<file path="config.mk">
export PLATFORM = sky130hd
export DESIGN_NAME = uvmt_cv32e40s_obi_bounded_responder_flat
export DESIGN_NICKNAME = d
export VERILOG_FILES = /design/src/rtl/uvmt_cv32e40s_obi_bounded_responder_pkg.sv /design/src/rtl/uvmt_cv32e40s_obi_bounded_responder_if.sv /design/src/rtl/uvmt_cv32e40s_obi_bounded_responder_rsp_fifo.sv /design/src/rtl/uvmt_cv32e40s_obi_bounded_responder.sv /design/src/flat_wrapper.sv
export SDC_FILE = /design/constraint.sdc
export NUM_CORES = 1
export LEC_CHECK = 0
export ABC_AREA = 1
export CORE_MARGIN = 5
export CORE_UTILIZATION = 30
export DETAILED_ROUTE_END_ITERATION = 10
export SLEW_MARGIN = 0
export SYNTH_ARGS = -nofsm -noshare
export SYNTH_HDL_FRONTEND = slang
export SYNTH_HIERARCHICAL = 1
export SYNTH_SLANG_ARGS = --single-unit
</file>
<file path="constraint.sdc">
create_clock -name clk_i -period 3.17 [get_ports clk_i]
set_clock_uncertainty 0.15 [all_clocks]
set_input_delay 0.4755 -clock clk_i [delete_from_list [all_inputs] [get_ports clk_i]]
set_output_delay 0.4755 -clock clk_i [all_outputs]
set_load 0.1 [all_outputs]
</file>
<file path="src/rtl/uvmt_cv32e40s_obi_bounded_responder_pkg.sv">
// Shared types and defaults for the bounded OBI responder model.
package uvmt_cv32e40s_obi_responder_pkg;

  typedef struct packed {
    logic [31:0] rdata;
    logic        err;
  } obi_rsp_entry_t;

  localparam int unsigned DEF_MAX_GNT_STALLS  = 8;
  localparam int unsigned DEF_MAX_RSP_STALLS  = 8;
  localparam int unsigned DEF_MAX_OUTSTANDING = 2;
  localparam int unsigned DEF_MEM_WORDS       = 16;

  function automatic logic [31:0] apply_be(logic [31:0] old_word, logic [31:0] wdata,
                                           logic [3:0] be);
    logic [31:0] res;
    res = old_word;
    for (int b = 0; b < 4; b++) begin
      if (be[b]) res[8*b +: 8] = wdata[8*b +: 8];
    end
    return res;
  endfunction

endpackage

</file>
<file path="src/rtl/uvmt_cv32e40s_obi_bounded_responder_if.sv">
// OBI bus plus stall-control bundle between an initiator and the bounded responder.
interface uvmt_cv32e40s_obi_bounded_responder_if
  import uvmt_cv32e40s_obi_responder_pkg::*;
#(
  parameter int unsigned MAX_OUTSTANDING = DEF_MAX_OUTSTANDING
);
  localparam int unsigned CNT_W = $clog2(MAX_OUTSTANDING) + 1;

  logic             req_i;
  logic             gnt_o;
  logic [31:0]      addr_i;
  logic             we_i;
  logic [3:0]       be_i;
  logic [31:0]      wdata_i;
  logic             rvalid_o;
  logic [31:0]      rdata_o;
  logic             err_o;
  logic             gnt_stall_i;
  logic             rsp_stall_i;
  logic [CNT_W-1:0] outstanding_o;

  modport slave (
    input  req_i, addr_i, we_i, be_i, wdata_i, gnt_stall_i, rsp_stall_i,
    output gnt_o, rvalid_o, rdata_o, err_o, outstanding_o
  );

  modport master (
    output req_i, addr_i, we_i, be_i, wdata_i, gnt_stall_i, rsp_stall_i,
    input  gnt_o, rvalid_o, rdata_o, err_o, outstanding_o
  );

endinterface

</file>
<file path="src/rtl/uvmt_cv32e40s_obi_bounded_responder_rsp_fifo.sv">
// In-order response FIFO; power-of-two depth so pointers wrap naturally.
module uvmt_cv32e40s_obi_rsp_fifo
  import uvmt_cv32e40s_obi_responder_pkg::*;
#(
  parameter int unsigned DEPTH = DEF_MAX_OUTSTANDING,
  localparam int unsigned CNT_W = $clog2(DEPTH) + 1
) (
  input  logic             clk_i,
  input  logic             rst_ni,
  input  logic             push,
  input  obi_rsp_entry_t   entry,
  input  logic             pop,
  output obi_rsp_entry_t   head,
  output logic             full,
  output logic             empty,
  output logic [CNT_W-1:0] count
);
  localparam int unsigned PTR_W = $clog2(DEPTH);

  obi_rsp_entry_t   store [DEPTH];
  logic [PTR_W-1:0] wr_ptr;
  logic [PTR_W-1:0] rd_ptr;

  assign full  = (count == CNT_W'(DEPTH));
  assign empty = (count == '0);
  assign head  = store[rd_ptr];

  always_ff @(posedge clk_i or negedge rst_ni) begin
    if (!rst_ni) begin
      wr_ptr <= '0;
      rd_ptr <= '0;
      count  <= '0;
    end else begin
      if (push) wr_ptr <= wr_ptr + 1'b1;
      if (pop)  rd_ptr <= rd_ptr + 1'b1;
      case ({push, pop})
        2'b10:   count <= count + 1'b1;
        2'b01:   count <= count - 1'b1;
        default: count <= count;
      endcase
    end
  end

  // Payload needs no reset: it is only observed through a non-empty head.
  always_ff @(posedge clk_i) begin
    if (push) store[wr_ptr] <= entry;
  end

endmodule

</file>
<file path="src/rtl/uvmt_cv32e40s_obi_bounded_responder.sv">
// Bounded-latency OBI responder: byte-enabled memory, capped grant/response stalls.
// Optional macro OBI_RESP_ERR_EN flags (and suppresses) accesses above the memory window.
module uvmt_cv32e40s_obi_bounded_responder
  import uvmt_cv32e40s_obi_responder_pkg::*;
#(
  parameter int unsigned MAX_GNT_STALLS  = DEF_MAX_GNT_STALLS,
  parameter int unsigned MAX_RSP_STALLS  = DEF_MAX_RSP_STALLS,
  parameter int unsigned MAX_OUTSTANDING = DEF_MAX_OUTSTANDING,
  parameter int unsigned MEM_WORDS       = DEF_MEM_WORDS
) (
  input logic clk_i,
  input logic rst_ni,
  uvmt_cv32e40s_obi_bounded_responder_if.slave bus
);
  localparam int unsigned IDX_W  = $clog2(MEM_WORDS);
  localparam int unsigned GCNT_W = $clog2(MAX_GNT_STALLS + 1);
  localparam int unsigned RCNT_W = $clog2(MAX_RSP_STALLS + 1);

  logic [31:0]       mem [MEM_WORDS];
  logic [GCNT_W-1:0] gnt_cnt;
  logic [RCNT_W-1:0] rsp_cnt;
  logic [IDX_W-1:0]  idx;
  logic              addr_err;
  logic              unused_addr;
  logic              accept;
  logic              fifo_full;
  logic              fifo_empty;
  obi_rsp_entry_t    push_entry;
  obi_rsp_entry_t    head;

  assign idx = bus.addr_i[2 +: IDX_W];

`ifdef OBI_RESP_ERR_EN
  assign addr_err    = |bus.addr_i[31:2+IDX_W];
  assign unused_addr = ^bus.addr_i[1:0];
`else
  assign addr_err    = 1'b0;
  assign unused_addr = ^{bus.addr_i[31:2+IDX_W], bus.addr_i[1:0]};
`endif

  // Grant ignores a same-cycle pop: fullness is judged on the registered count.
  assign bus.gnt_o = rst_ni & bus.req_i & !fifo_full &
                     (!bus.gnt_stall_i | (gnt_cnt == GCNT_W'(MAX_GNT_STALLS)));
  assign accept    = bus.req_i & bus.gnt_o;

  always_ff @(posedge clk_i or negedge rst_ni) begin
    if (!rst_ni) begin
      gnt_cnt <= '0;
    end else if (bus.req_i && !bus.gnt_o && !fifo_full) begin
      if (gnt_cnt != GCNT_W'(MAX_GNT_STALLS)) gnt_cnt <= gnt_cnt + 1'b1;
    end else begin
      gnt_cnt <= '0;
    end
  end

  always_ff @(posedge clk_i or negedge rst_ni) begin
    if (!rst_ni) begin
      for (int i = 0; i < int'(MEM_WORDS); i++) mem[i] <= '0;
    end else if (accept && bus.we_i && !addr_err) begin
      mem[idx] <= apply_be(mem[idx], bus.wdata_i, bus.be_i);
    end
  end

  // Reads capture the pre-edge word; a preceding back-to-back write has already landed.
  always_comb begin
    push_entry.err   = addr_err;
    push_entry.rdata = (bus.we_i || addr_err) ? 32'h0 : mem[idx];
  end

  uvmt_cv32e40s_obi_rsp_fifo #(
    .DEPTH (MAX_OUTSTANDING)
  ) u_rsp_fifo (
    .clk_i  (clk_i),
    .rst_ni (rst_ni),
    .push   (accept),
    .entry  (push_entry),
    .pop    (bus.rvalid_o),
    .head   (head),
    .full   (fifo_full),
    .empty  (fifo_empty),
    .count  (bus.outstanding_o)
  );

  assign bus.rvalid_o = !fifo_empty &
                        (!bus.rsp_stall_i | (rsp_cnt == RCNT_W'(MAX_RSP_STALLS)));
  assign bus.rdata_o  = bus.rvalid_o ? head.rdata : 32'h0;
  assign bus.err_o    = bus.rvalid_o & head.err;

  always_ff @(posedge clk_i or negedge rst_ni) begin
    if (!rst_ni) begin
      rsp_cnt <= '0;
    end else if (!fifo_empty && !bus.rvalid_o) begin
      if (rsp_cnt != RCNT_W'(MAX_RSP_STALLS)) rsp_cnt <= rsp_cnt + 1'b1;
    end else begin
      rsp_cnt <= '0;
    end
  end

endmodule

</file>
<file path="src/flat_wrapper.sv">
// flat-port wrapper written by rule: the top's interface ports become plain ports
module uvmt_cv32e40s_obi_bounded_responder_flat import uvmt_cv32e40s_obi_responder_pkg::*;
#(
  parameter int unsigned MAX_GNT_STALLS  = DEF_MAX_GNT_STALLS,
  parameter int unsigned MAX_RSP_STALLS  = DEF_MAX_RSP_STALLS,
  parameter int unsigned MAX_OUTSTANDING = DEF_MAX_OUTSTANDING,
  parameter int unsigned MEM_WORDS       = DEF_MEM_WORDS
)
  (clk_i, rst_ni, bus_req_i, bus_addr_i, bus_we_i, bus_be_i, bus_wdata_i, bus_gnt_stall_i, bus_rsp_stall_i, bus_gnt_o, bus_rvalid_o, bus_rdata_o, bus_err_o, bus_outstanding_o);
  uvmt_cv32e40s_obi_bounded_responder_if #(.MAX_OUTSTANDING(MAX_OUTSTANDING)) bus_i ();
  input logic clk_i;
  input logic rst_ni;
  input wire logic [$bits(bus_i.req_i)-1:0] bus_req_i;
  input wire logic [$bits(bus_i.addr_i)-1:0] bus_addr_i;
  input wire logic [$bits(bus_i.we_i)-1:0] bus_we_i;
  input wire logic [$bits(bus_i.be_i)-1:0] bus_be_i;
  input wire logic [$bits(bus_i.wdata_i)-1:0] bus_wdata_i;
  input wire logic [$bits(bus_i.gnt_stall_i)-1:0] bus_gnt_stall_i;
  input wire logic [$bits(bus_i.rsp_stall_i)-1:0] bus_rsp_stall_i;
  output wire logic [$bits(bus_i.gnt_o)-1:0] bus_gnt_o;
  output wire logic [$bits(bus_i.rvalid_o)-1:0] bus_rvalid_o;
  output wire logic [$bits(bus_i.rdata_o)-1:0] bus_rdata_o;
  output wire logic [$bits(bus_i.err_o)-1:0] bus_err_o;
  output wire logic [$bits(bus_i.outstanding_o)-1:0] bus_outstanding_o;
  assign bus_i.req_i = bus_req_i;
  assign bus_i.addr_i = bus_addr_i;
  assign bus_i.we_i = bus_we_i;
  assign bus_i.be_i = bus_be_i;
  assign bus_i.wdata_i = bus_wdata_i;
  assign bus_i.gnt_stall_i = bus_gnt_stall_i;
  assign bus_i.rsp_stall_i = bus_rsp_stall_i;
  assign bus_gnt_o = bus_i.gnt_o;
  assign bus_rvalid_o = bus_i.rvalid_o;
  assign bus_rdata_o = bus_i.rdata_o;
  assign bus_err_o = bus_i.err_o;
  assign bus_outstanding_o = bus_i.outstanding_o;
  uvmt_cv32e40s_obi_bounded_responder #(.MAX_GNT_STALLS(MAX_GNT_STALLS), .MAX_RSP_STALLS(MAX_RSP_STALLS), .MAX_OUTSTANDING(MAX_OUTSTANDING), .MEM_WORDS(MEM_WORDS)) u_core (.clk_i(clk_i), .rst_ni(rst_ni), .bus(bus_i));
endmodule
</file>
# Yosys cells after proc, flatten, opt, wreduce, memory -nomap -nowiden
# Memory sizes are Yosys's and may differ from the RTL's.
# Cells that the tools add are included.
dict set report totals {
  regBits 524
  elab_cells 84
  mem_count 1
  ramBits 64
  out_inout_bits 37
  input_bits 74
}
# memory words width rd rd_ports_with_merged_regs wr line
set mem_list {}
lappend mem_list {u_core.u_rsp_fifo.store 2 32 1 0 1 uvmt_cv32e40s_obi_bounded_responder_rsp_fifo.sv:20} ;# obi_rsp_entry_t store [DEPTH];
dict set report classes {
  addsub 6
  reduce_logical 13
  n_mux 23
  bitwise 9
  n_eq_ne 9
  n_lt_le_gt_ge 2
}
# op count
set op_table {}
lappend op_table {{512-bit bitwise mux} 1}
lappend op_table {{32-bit 2-to-1 mux} 5}
lappend op_table {{32-bit binary-select mux with 4-bit select} 1}
lappend op_table {{32-bit demux with 4-bit select} 1}
lappend op_table {{8-bit 2-to-1 mux} 8}
lappend op_table {{4-bit 2-to-1 mux} 4}
lappend op_table {{4-bit by 1-bit adder with 4-bit output, second input constant} 2}
lappend op_table {{4-bit equality test, second input constant} 2}
lappend op_table {{4-bit != test, second input constant} 2}
lappend op_table {{1-bit zero test} 6}
lappend op_table {{1-bit bitwise AND} 5}
lappend op_table {{5-bit >= comparator, second input constant} 1}
lappend op_table {{1-bit logical AND} 5}
lappend op_table {{5-bit by 1-bit < comparator with 1-bit output, second input constant} 1}
lappend op_table {{4-bit NOT with 5-bit output} 1}
lappend op_table {{2-bit equality test, second input constant} 2}
lappend op_table {{2-bit != test, second input constant} 2}
lappend op_table {{2-bit one-hot mux with 2 select lines} 1}
lappend op_table {{1-bit adder, second input constant} 2}
lappend op_table {{2-bit by 1-bit adder with 2-bit output, second input constant} 1}
lappend op_table {{2-bit by 1-bit equality test with 1-bit output, second input constant} 1}
lappend op_table {{2-bit zero test} 1}
lappend op_table {{1-bit 2-to-1 mux} 2}
lappend op_table {{1-bit bitwise OR} 2}
lappend op_table {{other kinds (3)} 3}

# Depth between registers and ports, before layout
dict set report logic_depth {
  word_depth 8
  mapped_depth 15
  depth_no_buf 13
}

# Cells and area by module
# Netlist, hierarchy kept.
# module cells_per_inst instances seq_area_each_um2 area_each_um2
set modules_own_cells {}
lappend modules_own_cells {uvmt_cv32e40s_obi_bounded_responder 3993 1 13012.5 27558.9}
lappend modules_own_cells {uvmt_cv32e40s_obi_rsp_fifo 196 1 2082.0 2655.0}

# Worst setup path before layout
# OpenSTA, ideal clock, no wires.
dict set report synth_path {
  kind {register to output}
  from {register u_core.u_rsp_fifo.count[0]}
  to {output bus_err_o}
  t_arrival_ns 4.391
  path_stages_with_launch 6
  setup_slack_ns -1.847
  path_buffers 1
  required_time_ns 2.544
  cell_sequence {dfrtp_1 -> nor2_1 -> nor2_1 -> inv_1 -> buf_1 -> nor2_1}
}
dict set report synth_via {
  elab_chain_cells 4
}
# item line
set synth_lines {}
lappend synth_lines {{start: declaration} uvmt_cv32e40s_obi_bounded_responder_rsp_fifo.sv:16} ;# output logic [CNT_W-1:0] count
lappend synth_lines {{start signal: assignment} uvmt_cv32e40s_obi_bounded_responder_rsp_fifo.sv:37} ;# 2'b10: count <= count + 1'b1;
lappend synth_lines {{start signal: assignment} uvmt_cv32e40s_obi_bounded_responder_rsp_fifo.sv:38} ;# 2'b01: count <= count - 1'b1;
lappend synth_lines {{start signal: assignment} uvmt_cv32e40s_obi_bounded_responder_rsp_fifo.sv:39} ;# default: count <= count;
lappend synth_lines {{2-bit zero test} uvmt_cv32e40s_obi_bounded_responder_rsp_fifo.sv:25} ;# assign empty = (count == '0);
lappend synth_lines {{named net u_core.fifo_empty} uvmt_cv32e40s_obi_bounded_responder.sv:27} ;# logic fifo_empty;
lappend synth_lines {{1-bit zero test} uvmt_cv32e40s_obi_bounded_responder.sv:84} ;# assign bus.rvalid_o = !fifo_empty &
lappend synth_lines {{1-bit bitwise AND} uvmt_cv32e40s_obi_bounded_responder.sv:84}
lappend synth_lines {{named net bus_rvalid_o} flat_wrapper.sv:21} ;# output wire logic [$bits(bus_i.rvalid_o)-1:0] bus_rvalid_o;
lappend synth_lines {{1-bit bitwise AND} uvmt_cv32e40s_obi_bounded_responder.sv:87} ;# assign bus.err_o = bus.rvalid_o & head.err;
lappend synth_lines {{end: declaration} flat_wrapper.sv:23} ;# output wire logic [$bits(bus_i.err_o)-1:0] bus_err_o;
# The timed path passes the listed nets, and every way through them passes these cells.

# Worst setup path after layout
dict set report layout_path {
  from {register u_core.rsp_cnt[0]}
  to {output bus_rdata_o[27]}
}
dict set report layout_via {
  elab_chain_cells 4
}
# item line
set layout_lines {}
lappend layout_lines {{start: declaration} uvmt_cv32e40s_obi_bounded_responder.sv:21} ;# logic [RCNT_W-1:0] rsp_cnt;
lappend layout_lines {{start signal: assignment} uvmt_cv32e40s_obi_bounded_responder.sv:93} ;# if (rsp_cnt != RCNT_W'(MAX_RSP_STALLS)) rsp_cnt <= rsp_cnt + 1'b1;
lappend layout_lines {{4-bit equality test} uvmt_cv32e40s_obi_bounded_responder.sv:85} ;# (!bus.rsp_stall_i | (rsp_cnt == RCNT_W'(MAX_RSP_STALLS)));
lappend layout_lines {{1-bit bitwise OR} uvmt_cv32e40s_obi_bounded_responder.sv:85}
lappend layout_lines {{1-bit bitwise AND} uvmt_cv32e40s_obi_bounded_responder.sv:84}
lappend layout_lines {{32-bit 2-to-1 mux} uvmt_cv32e40s_obi_bounded_responder.sv:86} ;# assign bus.rdata_o = bus.rvalid_o ? head.rdata : 32'h0;
lappend layout_lines {{end: declaration} flat_wrapper.sv:22} ;# output wire logic [$bits(bus_i.rdata_o)-1:0] bus_rdata_o;
# No other way between the ends.

==> results by group <==
Critical path
  – CP endpoint kind: output pin
  – Slowest CP cell: dfrtp_1
  – Slowest Stage Delay on Critical Path: 0.41 ns
  – R2r setup slk: 0.45 ns
  – Crit path DAT: 2.35 ns
  – Req. time, crit path: about 2.5 ns
  – Crit path max-delay family: buffers and inverters
  – Crit path kind: flop to output pin
  – Buf/Inv on CP: 5
  – Max FO, Critical Path: 14
  – Critical Path, Cell by Cell: inv_1, ha_1, nand3b_1, nand2_1, inv_1, nor2_4, inv_2, clkbuf_16, nor2_4, buf_12
  – Startpoint types: flop

Timing
  – Minimum clock period: 2.973 ns
  – Final WS setup: between 0.15 and 0.2 ns
  – Slew Limit Fails: 0
  – Final Setup Violations: 0
  – Max-slew headroom: 0.2193
  – Total negative slack: 0 ns
  – Tcrit/Tclk final: 0.9377
  – RSZ-0062 raised after global routing: no
  – Final hold violations: 0
  – Slew @ Worst Pin: between 1 and 1.5 ns
  – Fmax: 336.4 MHz

Clock tree
  – Setup Buffers After CTS: 0
  – Clk_lat worst skew: 0.61 ns
  – Num CTS Buffers: 66
  – CTS clock-pin slew for the worst setup and hold paths: 0.06 ns
  – CTS H-tree depth: 3
  – CTS tree: done
  – Clock sink count: 590
  – Root Buffer: clkbuf_16
  – Clock buffer depth: 3

Hold path
  – Hold WC Path Type: flop to flop

GRT
  – Met2 Use GR: 0.2855
  – Global-route wire length before repair: 156300 µm
  – Global route total overflow: 0
  – GR Util All Layers: 0.1857
  – GR peak layer: met2
  – GR met1 Demand/Resource: 0.2648
  – Antenna violations before repair: 2
  – Largest net degree at the start of global routing: 132
  – GR Layer Usage met3: 0.04206
  – Vias in the first global route: 25740

Synth
  – Synthesis-stage register bit count: 590
  – FFs w/ async S/R, synth: 0.8881
  – Number of synthesized flops with an enable pin: 66
  – Syn_area_per_cell: about 7 µm²
  – Yosys cell types: 30
  – Most frequent cell after synthesis: nand2_1
  – Yosys top cell by area: dfrtp_1
  – Sequential area share after synthesis: 0.4996
  – Post-synth top flop: dfrtp_1
  – YS warnings: 6
  – Post-Syn Instances: 4189
  – Synth top area share: 0.4340
  – Mapped cell area: between 30000 and 40000 µm²
  – Synth area leaders: dfrtp_1, nand2_1, nand3_1
  – Top post-synthesis cells by count: nand2_1, dfrtp_1, nand3_1

Place
  – Port Buf Inserts: 82
  – Dpl ws: 0.2586 ns
  – Post-DP Area: 32700 µm²
  – Routability cong.: 0.8065
  – Placed wire-length estimate: 55930 µm

Detailed routing
  – Detailed Route Iter0 Violations: 3089
  – DR vias/cell: 4.963
  – Number of remaining DRC errors: 0
  – Drt total wl: 100900 µm
  – ANT nets after route: 0
  – Via count: 27160
  – Drt pass-1 iters: 5
  – Routed len/inst: 18.43 µm

Finish
  – Synthesis-to-layout area growth: 15.29%
  – Share of cells above drive strength 1: 0.09756
  – Final instance area: ~35000 µm²
  – Register area: 15110 µm²
  – Util after Layout: 0.3483
  – Nets@finish: 4202
  – Multi-input gate area: 13420 µm²
  – Fill count: 10510

Die
  – Die Wd: 327.4 µm
  – Total core area: 100000 µm²
  – Starting density of the core: 0.3021
  – Die Ht: 327.4 µm
  – Io pins: roughly 110
  – Rows: 116
  – Die ar.: 107200 µm²

Pwr
  – Maximum VDD drop: between 400 and 500 µV
  – Power Density: about 600 nW/µm²
  – Leakage dissipation: 18.98 nW

Run status
  – Status: finished, final reports clean

Run
  – Max-cap violations: 0
==> layout make-up <==
type / instances / share of cell area
antenna: 3 / 0.0002155
clock buffer: 107 / 0.05801
clock inverter: 10 / 0.001724
inverter: 111 / 0.01225
multi-input combinational: 3181 / 0.3854
sequential: 590 / 0.4336
tap: 1298 / 0.04662
timing repair buffer: 173 / 0.06217
==> metrics by stage <==
step | std cells | total power [W] | hold WS, ns
2_1_floorplan | 4190 | 0.01194 | 0.02991
3_3_place_gp | 5351 | 0.01331 | 0.3120
3_5_place_dp | 5351 | 0.01337 | 0.3153
4_1_cts | 5469 | 0.02088 | 0.3309
5_1_grt | 5470 | 0.02169 | 0.3427
6_report | 5473 | 0.02073 | 0.3271
==> worst paths after layout <==
check	start	to	cells after the start
setup / recovery	u_core/rsp_cnt[0]	bus_rdata_o[27]	10
hold / removal	u_core/mem[324]	u_core/mem[324]	2
setup reg to reg	u_core/gnt_cnt[0]	u_core/mem[21]	11
hold reg to reg	u_core/mem[324]	u_core/mem[324]	2
max in group asynchronous	rst_ni	u_core/mem[211]	4
min in group asynchronous	rst_ni	u_core/mem[299]	3
==> placed cells by master (no fill, tap or decap), drive strengths merged, types with 3 or more instances in the layout <==
master / synthesis / routed
clkinv: 0 / 10
or2: 34 / 34
xor2: 4 / 4
ha: 5 / 5
edfxtp: 66 / 66
nand2: 2449 / 2449
nand3: 520 / 520
buf: 205 / 129
inv: 111 / 111
clkdlybuf4s50: 0 / 41
diode: 0 / 3
dfrtp: 524 / 524
clkbuf: 103 / 109
nor2: 126 / 126
o21ai: 33 / 33
==> cell families after synthesis <==
kind of cell / Yosys count / synth area share
and+or+nand+nor: 3132 / 0.4255
DFF: 590 / 0.4996
buffers and inverters: 419 / 0.06493
AOI/OAI and AO/OA: 36 / 0.006046
xor gates and xnor gates: 6 / 0.001739
adders and majority gates: 5 / 0.002071
other: 1 / 0.0001241
==> metal layers <==
metal | part of all wire | vias up
met5 | 0 | -
met4 | 0.026 | 0
met2 | 0.44 | 1058
met3 | 0.093 | 163
li1 | - | 12800
met1 | 0.44 | 13140
==> what timing repair did <==
action	CTS	global route
hold buffers	1	0
gates resized for setup	0	2
endpoints found under the setup margin	0	10
hold endpoints to repair	62	0
==> registers in the layout, summed over array words and instances (netlist names) <==
| register | flops |
|---|---|
| u_core/rsp_cnt | 4 |
| u_core/gnt_cnt | 4 |
| u_core/u_rsp_fifo/count | 2 |
| u_core/u_rsp_fifo/store | 66 |
| u_core/u_rsp_fifo/wr_ptr | 1 |
| u_core/u_rsp_fifo/rd_ptr | 1 |
| u_core/mem | 512 |
==> report_power, final <==
part           internal [W]  switching [W]  leakage, nW
sequential          0.00834       0.000450         7.81
combinational       0.00142        0.00305         10.1
clock               0.00435        0.00312         1.02
total                0.0141        0.00662         19.0
==> worst min-delay path, delay by kind of cell, from the launching register on <==
kind	cells	cell delay, ns
flops	1	0.34
simple gates	2	0.10
Power figures use the tool's default switching activity.
